## src/rtl/pwm_compare.sv

```systemverilog
// pwm_compare: registered PWM from a magnitude compare against an upstream counter, with duty updates held until a period boundary
//   clk, rst          clock and synchronous active-high reset
//   count             upstream counter value
//   enable            1 = generate PWM and count periods
//   duty_in/valid     requested duty, valid/ready handshake into a pending slot
//   duty_ready        pending slot is free
//   pwm               registered PWM output, POL selects the inactive level
//   period_start      one-cycle strobe aligned with the first pwm cycle of a period
//   period_cnt        number of period starts seen while enabled, wraps
module pwm_compare #(
  parameter int WIDTH = 8,
  parameter int CNT_W = 16,
  parameter bit POL = 1'b0
) (
  input  logic             clk,
  input  logic             rst,
  input  logic [WIDTH-1:0] count,
  input  logic             enable,
  input  logic [WIDTH-1:0] duty_in,
  input  logic             duty_valid,
  output logic             duty_ready,
  output logic             pwm,
  output logic             period_start,
  output logic [CNT_W-1:0] period_cnt
);
  logic [WIDTH-1:0] count_q, active_q, active_d, pend_q, pend_d, eff_duty;
  logic             first_q, pending_q, pending_d, pwm_q, pwm_d, ps_q, ps_d;
  logic             start_det, apply, xfer;
  logic [CNT_W-1:0] pcnt_q, pcnt_d;
  assign duty_ready = !pending_q && !rst;
  always_comb begin
    // a start is entering zero, or sitting at zero on the first cycle after reset
    start_det = (count == '0) && (count_q != '0 || first_q);
    apply     = start_det && pending_q && enable;
    xfer      = duty_valid && duty_ready;
    // a duty applied at this start already governs the period's first cycle
    eff_duty  = apply ? pend_q : active_q;
    active_d  = eff_duty;
    pend_d    = xfer ? duty_in : pend_q;
    pending_d = xfer ? 1'b1 : apply ? 1'b0 : pending_q;
    pwm_d     = (enable && (count < eff_duty)) ^ POL;
    ps_d      = start_det && enable;
    pcnt_d    = pcnt_q + CNT_W'(ps_d);
  end
  always_ff @(posedge clk) begin
    if (rst) begin
      count_q   <= '0;
      first_q   <= 1'b1;
      active_q  <= '0;
      pend_q    <= '0;
      pending_q <= 1'b0;
      pwm_q     <= POL;
      ps_q      <= 1'b0;
      pcnt_q    <= '0;
    end else begin
      count_q   <= count;
      first_q   <= 1'b0;
      active_q  <= active_d;
      pend_q    <= pend_d;
      pending_q <= pending_d;
      pwm_q     <= pwm_d;
      ps_q      <= ps_d;
      pcnt_q    <= pcnt_d;
    end
  end
  assign pwm          = pwm_q;
  assign period_start = ps_q;
  assign period_cnt   = pcnt_q;
endmodule

```

## config.mk

```make
export PLATFORM = sky130hd
export DESIGN_NAME = pwm_compare
export DESIGN_NICKNAME = d
export VERILOG_FILES = /design/src/rtl/pwm_compare.sv
export SDC_FILE = /design/constraint.sdc
export NUM_CORES = 1
export LEC_CHECK = 0
export CELL_PAD_IN_SITES_DETAIL_PLACEMENT = 2
export CELL_PAD_IN_SITES_GLOBAL_PLACEMENT = 2
export CORE_MARGIN = 3
export CORE_UTILIZATION = 41
export CTS_CLUSTER_DIAMETER = 50
export DETAILED_ROUTE_END_ITERATION = 7
export DONT_BUFFER_PORTS = 1
export GPL_ROUTABILITY_DRIVEN = 0
export PLACE_DENSITY = 0.83
export SLEW_MARGIN = 10
export SYNTH_ARGS = -nofsm -noshare
export SYNTH_HDL_FRONTEND = slang
export SYNTH_SLANG_ARGS = --single-unit
```

## constraint.sdc

```tcl
create_clock -name clk -period 3.7 [get_ports clk]
set_input_delay 0.74 -clock clk [delete_from_list [all_inputs] [get_ports clk]]
set_output_delay 0.74 -clock clk [all_outputs]
set_load 0.05 [all_outputs]
```

# Word level (Yosys, flattened, before mapping)
# Index checks and enable logic that the tools add are counted.
[word_totals]
ff_bits = 44
[op_classes]
n_addsub = 1
order_cmp = 1
n_mux = 4
n_reduce_logical = 13
[op_table]
columns = ["op", "n"]
rows = [
  ["adder 16 x 1 -> 16 bit", 1],
  ["zero test 8 bit", 1],
  ["< comparator 8 bit", 1],
  ["2-to-1 mux 8 bit", 1],
  ["nonzero test 8 bit", 1],
  ["logical AND 1 bit", 7],
  ["2-to-1 mux 1 bit", 3],
  ["zero test 1 bit", 2],
  ["nonzero test 2 bit", 1],
  ["logical OR 1 bit", 1],
]

# Logic depth before layout (Yosys ltp)
# Gate-level depths: netlist of the first run.
[logic_depth]
depth_word = 8
depth_mapped = 10
ltp_nobuf = 9

# Least setup slack after synthesis of the first run
# Ideal clock, no wire load.
[synth_timing]
kind = "input to register"
from = "input count[0]"
to = "register pcnt_q[14] (netlist: period_cnt[14])"
setup_ps = 128
t_arrival_ps = 2477
required_time_ps = 3572
path_slack_ps = 1095
stages = 10
path_buffers = 1
path_cell_list = "nor4b_4 -> and3_1 -> buf_4 -> and2_1 -> ha_1 -> ha_1 -> nand2_1 -> nor4_2 -> xnor2_1 -> nor2_1"
[synth_between]
elab_chain_len = 4
[synth_lines]
columns = ["element", "line", "source"]
rows = [
  ["start, declared", "17", "input logic [WIDTH-1:0] count,"],
  ["zero test 8 bit", "33", "start_det = (count == '0) && (count_q != '0 || first_q);"],
  ["logical AND 1 bit", "33", ""],
  ["logical AND 1 bit", "42", "ps_d = start_det && enable;"],
  ["via ps_d", "27", "logic first_q, pending_q, pending_d, pwm_q, pwm_d, ps_q, ps_d;"],
  ["adder 16 x 1 -> 16 bit", "43", "pcnt_d = pcnt_q + CNT_W'(ps_d);"],
  ["end signal, assigned", "63", "pcnt_q <= pcnt_d;"],
  ["end, declared", "29", "logic [CNT_W-1:0] pcnt_q, pcnt_d;"],
]
# The timed path passes the listed nets, and every way through them passes these cells.
# A chain may end at the register's enable or synchronous reset.

# Final worst setup path of the first run
# Same ends and word-level chain as after synthesis.

==> results.cfg, run 1 <==
[clock_tree]
post_cts_buffers = 0
h-tree-depth = 2
path_clk_slew_ns = 0.08
tritoncts = yes
clockBufferDepth = 2
cts.sinks = 44
postCtsHoldBufs = 0
post_cts_resized = 0
cts.root.buffer_cell = clkbuf_8
cts_made_buffers = 5
insertion_delay_ns = 0.29

[worst_setup_path]
r2r-start = count_q[2]$_SDFF_PP0_
critPathMaxFanout = 9
crit_type = in2reg
r2r_cells = 9
cp.required_ns = 3.89
start_kind = input port
worstPathArrival_ns = 2.89
slowest_delay_ns = 0.41
rrSetupSlack_ns = 1.16
crit_chain = nor4b_4, and3_1, and2_1, ha_1, ha_1, nand2_1, nor4_2, xnor2_1, nor2_1
worst_r2r_endpoint = pwm$_SDFF_PP0_
slowest_stage = and3_1
critical_path_buf_inv_count = 0
critPathTopFamily = simple AND/OR/NAND/NOR gates
crit_top_cell = ha_1
critPathCaptureType = flip-flop

[timing]
rsz0062_at_grt = no
final_max_slew_viol_count = 0
period_needed_ns = 2.700
worst_slack_ns = 0.9997
slew_headroom = 0.3748
totalNegativeSetupSlack_ns = 0
hold_viol = 0
clock_skew_ns = 0.002681
fmax_ghz = 0.3703
tightestPinTransition_ns = 0.9358
finalCritPeriodShare = 0.7298
finalSetupViolCount = 0

[global_routing]
grt_util_met2 = 0.3366
busiest_layer = met2
antenna_found_initial = 0
grt_use_total = 0.1963
grt_pass1_wl_mm = 8.224
grt_util_met3 = 0.05474
grt_pass1_vias = 1619
overflow = 0
grtUsageMet1 = 0.2396
grt_max_degree = 48

[final_layout]
nets = 229
regArea_um2 = 880.8
antenna_cells = 0
fill_cells = 476
drive_above_1_share = 0.07960
multi_input_area_um2 = 1030
syn2layout_area_growth_pct = 5.676

[run]
maxCapViolations = 0

[synthesis]
synth_top_area_frac = 0.4490
netlist_area_um2 = 1962
ys_warn_count = 0
synth.most_common_cell = dfxtp_1
ys_types = 36
synth_nets = 231
synth_flop_cell = dfxtp_1
ys_ff_latch = 44
synth_edf_count = 0
yosysTopAreaCell = dfxtp_1
seq_area_frac_synth = 0.4490
yosys-top-cells-area = dfxtp_1 (45%), ha_1 (5.7%), nor2_1 (4.8%), mux2i_1 (4.1%), nor2b_1 (3.8%)
ys_async_sr_fraction = 0
syn_avg_cell_area_um2 = 9.712
synth_common_cells = dfxtp_1 (44), nor2_1 (25), a21oi_1 (12), nor2b_1 (12)
netlist_instances = 202

[die]
rows = 24
start_util = 0.4385
ios = 39
die_x_um = 75.18
die_y_um = 75.18
die_area_um2 = 5651
core_area_um2 = 4474

[power_and_ir_drop]
finalPower_uw = 847.4
leakage_uw = 0.0007571
power_density_nw_per_um2 = 408.7
vdd_drop_max_mv = 0.1940

[detailed_routing]
wl_per_cell_um = 20.38
ant_nets = 0
vias = 1462
routed_wirelength_mm = 5.155
drt_first_iter_violations = 67
routed_via_density = 5.779
drc = 0
drt-pass1-iter-count = 4

[min_path]
hold_end = first_q$_DFF_P_
worstHoldStart = rst
whs_path_depth = 0
holdCritPathClass = in2reg

[placement]
numPortBuffers = 0
dp_hpwl_mm = 3.819
dp_slack_ns = 0.7346

[status]
status = complete, no violations
==> worst reg2reg max path: stages (launching register included) <==
cell      delay (ns)
dfxtp_1         0.31
nor4_2          0.34
and3_1          0.47
o21ai_0         0.20
and2_1          0.19
ha_1            0.29
a211o_1         0.30
o211ai_1        0.08
nand4_1         0.11
a31oi_1         0.16
==> kinds of logic after synthesis <==
| family | share of synthesized area |
|---|---|
| buf+inv | 0.02615 |
| xor+xnor | 0.04465 |
| compound gates | 0.09950 |
| simple gates | 0.2825 |
| flops | 0.4490 |
| fa+ha+maj | 0.05740 |
| mux | 0.04082 |
==> stage by stage <==
step	area, µm²	hold WS (ns)	utilization	instances
2_1_floorplan	1962	0.4455	-	202
5_1_grt	2073	0.4531	0.4634	253
3_5_place_dp	1983	0.4780	0.4432	245
6_report	2073	0.4678	0.4634	253
4_1_cts	2073	0.4618	0.4634	253
3_3_place_gp	1983	0.4608	0.4432	245
==> sequential cells by signal, summed over array words and instances (netlist names) <==
signal / cells
count_q: 8
pend_q: 8
pwm: 1
first_q: 1
period_start: 1
period_cnt: 16
active_q: 8
pending_q: 1
==> worst max path at each step <==
stage	cells after the start	to	start
CTS	9	period_cnt[14]$_SDFF_PP0_	count[0]
finish	9	period_cnt[14]$_SDFF_PP0_	count[0]
global route	9	period_cnt[14]$_SDFF_PP0_	count[1]
detailed placement	9	period_cnt[14]$_SDFF_PP0_	count[0]
global placement	9	period_cnt[14]$_SDFF_PP0_	count[0]
floorplan	10	period_cnt[14]$_SDFF_PP0_	count[0]
==> cells in the final DEF (no fill, tap or decap), types with 2 or more instances in the layout <==
cell type / synthesis / layout
nand4_1: 9 / 9
o211ai_1: 2 / 2
a21oi_1: 12 / 12
nor2_1: 25 / 25
clkbuf_1: 5 / 2
a31o_1: 2 / 2
and3_1: 3 / 3
nor3_1: 6 / 6
nand2b_1: 2 / 2
mux2i_1: 8 / 8
nor4_2: 5 / 5
xor2_1: 2 / 2
nand4_4: 2 / 2
and2_1: 8 / 8
clkbuf_8: 0 / 6
xnor2_1: 8 / 8
dfxtp_1: 44 / 44
o21ai_1: 4 / 4
nor2b_1: 12 / 12
a211o_1: 2 / 2
ha_1: 9 / 9
o21ai_0: 7 / 7
nand3_1: 6 / 6
or3_1: 2 / 2
nand2_1: 2 / 2
inv_1: 2 / 2
==> where the power goes <==
part / internal, µW / switching, µW
logic: 18.7 / 21.3
clock network: 152 / 160
registers: 485 / 10.6
total: 656 / 191
==> per-layer routing <==
layer  share of wire  up-vias  routed length (µm)
met5               0        -                   0
met4           0.011        0                  55
met3           0.049        4                 252
met2            0.48       29                2494
met1            0.46      718                2353
li1                -      711                   -
==> cell type report <==
class | count | share of cell area
multi-input combinational | 147 | 0.4967
sequential | 44 | 0.4249
clock buffer | 8 | 0.04345
tap | 52 | 0.03138
inverter | 2 | 0.003621
(Power assumes the default switching activity.)
==> run 2: changes to the inputs <==
Settings changed: CORE_UTILIZATION 41 to 38, PLACE_DENSITY 0.83 to 0.78.
Clock period 3.7 ns to 2.5 ns, I/O delays scaled along.
==> run 2 against run 1 <==
Net effect:
- critical path depth stayed put
- register-to-register slack worse by 0.99 ns
- worst hold slack worse by 0.23 ns
- die area is 7.2% higher
- routed wire length is 1.8% higher
- clock power is 33% higher
- global-route usage is 0.43 points lower
- non-clock buffer count is 18 higher
- clock skew is 0.0044 ns higher
- combinational power is 72% higher
- design area is 7.3% higher
- via count is 6.4% higher
- critical endpoint is now pwm$_SDFF_PP0_
- largest power group unchanged
==> results.cfg, run 2 (synthesis gave the netlist of run 1 again) <==
[detailed_routing]
drt_first_iter_violations = 61
vias = 1555
wl_per_cell_um = 18.41
routed_wirelength_mm = 5.248
drc = 0
ant_nets = 0
routed_via_density = 5.456
drt-pass1-iter-count = 4

[final_layout]
finalInstanceArea_um2 = 2225
syn2layout_area_growth_pct = 13.39
fill_cells = 534
drive_above_1_share = 0.1651
largest_register_ffs = 16
regArea_um2 = 880.8
antenna_cells = 0
layout_common_cells = dfxtp_1 (44), nor2_1 (25), buf_4 (18)
multi_input_area_um2 = 1040
nets = 247
layout_commonest_cell = dfxtp_1

[timing]
fmax_ghz = 0.4285
finalSetupViolCount = 0
clock_skew_ns = 0.007096
hold_viol = 0
tightestPinTransition_ns = 0.7217
finalCritPeriodShare = 0.9334
rsz0062_at_grt = yes
slew_headroom = 0.5182
final_max_slew_viol_count = 0
period_needed_ns = 2.333
whs_ns = 0.2421

[clock_tree]
cts.root.buffer_cell = clkbuf_8
h-tree-depth = 2
cts.sinks = 44
tritoncts = yes
insertion_delay_ns = 0.29
cts_made_buffers = 5
clockBufferDepth = 2
path_clk_slew_ns = 0.08

[power_and_ir_drop]
vdd_drop_max_mv = 0.2267
leakage_uw = 0.0008449
power_density_nw_per_um2 = 544.5
finalPower_uw = 1211

[die]
start_util = 0.4046
die_y_um = 77.85
ios = 39
die_area_um2 = 6061
rows = 25
core_area_um2 = 4848
die_x_um = 77.85

[worst_setup_path]
crit_type = reg2reg
critPathCaptureType = flip-flop
r2r_cells = 9
critPathMaxFanout = 10
cp.required_ns = 2.72
start_kind = flip-flop
worstPathArrival_ns = 2.55

[global_routing]
overflow = 0
antenna_found_initial = 0
grt_pass1_vias = 1757
grt_use_total = 0.1921
grt_max_degree = 48
grt_pass1_wl_mm = 9.321

[min_path]
holdCritPathClass = in2reg
whs_path_depth = 0

[status]
status = complete, no violations

[placement]
dp_hpwl_mm = 4.062
post_dp_cell_area_um2 = 2130
numPortBuffers = 0

[run]
maxCapViolations = 0
## run 2: timing repair
action,CTS,global route
pin swaps,0,1
gates cloned,0,0
endpoints found under the setup margin,1,3
hold buffers,0,0
resized for setup,1,2
setup buffers,0,1
## run 2: final timing paths
check	start	endpoint	slack, ns
max	count_q[2]$_SDFF_PP0_	pwm$_SDFF_PP0_	0.17
min	rst	first_q$_DFF_P_	0.24
max reg2reg	count_q[2]$_SDFF_PP0_	pwm$_SDFF_PP0_	0.17
min reg2reg	active_q[0]$_SDFF_PP0_	active_q[0]$_SDFF_PP0_	0.48
## run 2: power by group
| part | internal (µW) | switching [µW] | total, µW |
|---|---|---|---|
| clock network | 190 | 223 | 414 |
| registers | 718 | 11.1 | 729 |
| logic | 33.0 | 36.1 | 69.0 |
## run 2: per-stage QoR
stage                     TNS (ns)    util  setup slack [ns]  instances
after floorplan                  0       -            0.1354        202
after global placement           0  0.4392           0.08856        277
after detailed placement   -0.1602  0.4392           -0.1391        277
after CTS                        0  0.4555           0.08148        284
after global routing      -0.06405  0.4588          -0.06193        285
final                            0  0.4588            0.1665        285
## run 2: critical path: stages, from the launching register on
cell      delay, ns
dfxtp_1        0.32
nor4_2         0.36
and3_4         0.33
o21ai_0        0.15
and2_1         0.17
ha_1           0.29
a211o_1        0.30
o211ai_1       0.09
nand4_1        0.11
a31oi_1        0.14
## run 2: area by class of cell
type,count,share of cell area
multi-input cells,147,0.4674
flip-flops and latches,44,0.3960
repair buffers,18,0.06074
well taps,67,0.03768
clock buffers,6,0.03262
inverters,2,0.003375
clock inverters,1,0.002250
## run 2: routing by layer
metal | wire length, µm | global-route usage | up-vias | part of all wire
met3 | 278 | 0.05800 | 6 | 0.053
li1 | - | - | 745 | -
met5 | 0 | 0 | - | 0
met4 | 46 | 0.04626 | 0 | 0.0088
met2 | 2647 | 0.3245 | 38 | 0.50
met1 | 2277 | 0.2376 | 766 | 0.43
==> run 3: changes to the inputs <==
Settings changed: CORE_UTILIZATION 38 to 25, PLACE_DENSITY 0.78 to 0.56.
==> run 3 against run 2 <==
Net effect:
- first-iteration DRC count down 64%
- sequential cell count unchanged
- die area up 48%
- utilization down 14 points
- worst hold slack worse by 0.023 ns
- setup slack better by 0.0062 ns
- sequential share of layout area down 2.1 points
- combinational power up 5.8%
- power up 6.1%
- largest cell class unchanged
- highest routed layer unchanged
==> results.cfg, run 3 (synthesis gave the netlist of run 1 again) <==
[timing]
finalCritPeriodShare = 0.9309
finalSetupViolCount = 0
rsz0062_at_grt = no
tightestPinTransition_ns = 0.7189
final_max_slew_viol_count = 0
period_needed_ns = 2.327
hold_viol = 0
slew_headroom = 0.5201
clock_skew_ns = 0.007584
fmax_ghz = 0.4297
whs_ns = 0.2194
worst_slack_ns = 0.1727

[detailed_routing]
drt_first_iter_violations = 22
routed_wirelength_mm = 5.487
wl_per_cell_um = 16.78
routed_via_density = 4.765
vias = 1558
drt-pass1-iter-count = 4
drc = 0
ant_nets = 0

[die]
rows = 31
die_y_um = 94.59
die_area_um2 = 8946
ios = 39
start_util = 0.2634
core_area_um2 = 7447
die_x_um = 94.59

[placement]
dp_hpwl_mm = 4.310
numPortBuffers = 0
dp_slack_ns = -0.09431

[final_layout]
antenna_cells = 0
final_util = 0.3159
syn2layout_area_growth_pct = 19.90
drive_above_1_share = 0.2061
largest_register_ffs = 16
nets = 256
layout_commonest_cell = dfxtp_1
layout_common_cells = dfxtp_1 (44), buf_4 (27), nor2_1 (25)

[global_routing]
grt_pass1_vias = 1720
grt_use_total = 0.1316
antenna_found_initial = 0
overflow = 0
grt_max_degree = 48
grt_pass1_wl_mm = 9.094

[worst_setup_path]
slowest_stage = nor4_2
start_kind = flip-flop
crit_type = reg2reg
critPathCaptureType = flip-flop
cp.required_ns = 2.73
crit_chain = nor4_2, and3_4, buf_4, o21ai_1, and2_1, ha_1, a211o_1, o211ai_1, nand4_1, a31oi_1
worstPathArrival_ns = 2.56
slowest_delay_ns = 0.34
critPathMaxFanout = 6

[clock_tree]
h-tree-depth = 2
clockBufferDepth = 2
path_clk_slew_ns = 0.09
tritoncts = yes
insertion_delay_ns = 0.30
cts.root.buffer_cell = clkbuf_8
cts.sinks = 44
cts_made_buffers = 5

[power_and_ir_drop]
vdd_drop_max_mv = 0.2077
leakage_uw = 0.0008902
finalPower_uw = 1286
power_density_nw_per_um2 = 546.6

[status]
status = complete, no violations

[run]
maxCapViolations = 0

[min_path]
holdCritPathClass = in2reg
-- run 3: cell types whose count changed in the layout (fill, tap and decap cells not counted) --
cell | before | now
buf_4 | 18 | 27
clkinv_2 | 1 | 0
clkbuf_1 | 1 | 0
clkbuf_8 | 5 | 6
clkinvlp_4 | 0 | 2
-- run 3: worst paths after layout --
path         depth (start not counted)  slack, ns                endpoint              startpoint
max reg2reg                         10       0.17          pwm$_SDFF_PP0_   count_q[2]$_SDFF_PP0_
max                                 10       0.17          pwm$_SDFF_PP0_   count_q[2]$_SDFF_PP0_
min reg2reg                          2       0.47  active_q[0]$_SDFF_PP0_  active_q[0]$_SDFF_PP0_
min                                  0       0.22         first_q$_DFF_P_                     rst
-- run 3: power by group --
group	switching [µW]	internal, µW
Sequential	11.3	718
Combinational	37.7	35.3
Clock	260	224
Total	309	977
-- run 3: worst max-delay path, delay by kind of cell (launching register included) --
| kind | cells | cell delay (ns) |
|---|---|---|
| AND/OR/NAND/NOR | 4 | 0.92 |
| AO/OA/AOI/OAI | 4 | 0.66 |
| flip-flops | 1 | 0.32 |
| adder cells (fa/ha/maj) | 1 | 0.21 |
| buffers and inverters | 1 | 0.15 |
-- run 3: timing repair --
item	in CTS	in global routing
buffers inserted	0	2
gates resized for setup	0	3
setup endpoints to repair	0	1
hold buffers	0	0
-- run 3: final cells by class --
class	count	area [µm²]
timing repair buffer	27	202.7
multi-input combinational	147	1040
clock inverter	2	15.01
inverter	2	7.507
fill	859	5095
tap	99	123.9
sequential	44	880.8
clock buffer	6	82.58
-- run 3: routing by layer --
metal | GRT usage | vias up | part of all wire
met5 | 0 | - | 0
li1 | - | 767 | -
met2 | 0.2222 | 22 | 0.50
met3 | 0.03904 | 5 | 0.045
met4 | 0.03606 | 0 | 0.011
met1 | 0.1628 | 764 | 0.44
-- run 3: metrics by stage --
step / setup TNS [ns] / instances / area, µm²
detailed placement: -0.2985 / 317 / 2230
global placement: 0 / 317 / 2230
finish: 0 / 327 / 2352
global route: 0 / 327 / 2352
floorplan: 0 / 202 / 1962
CTS: 0 / 325 / 2327
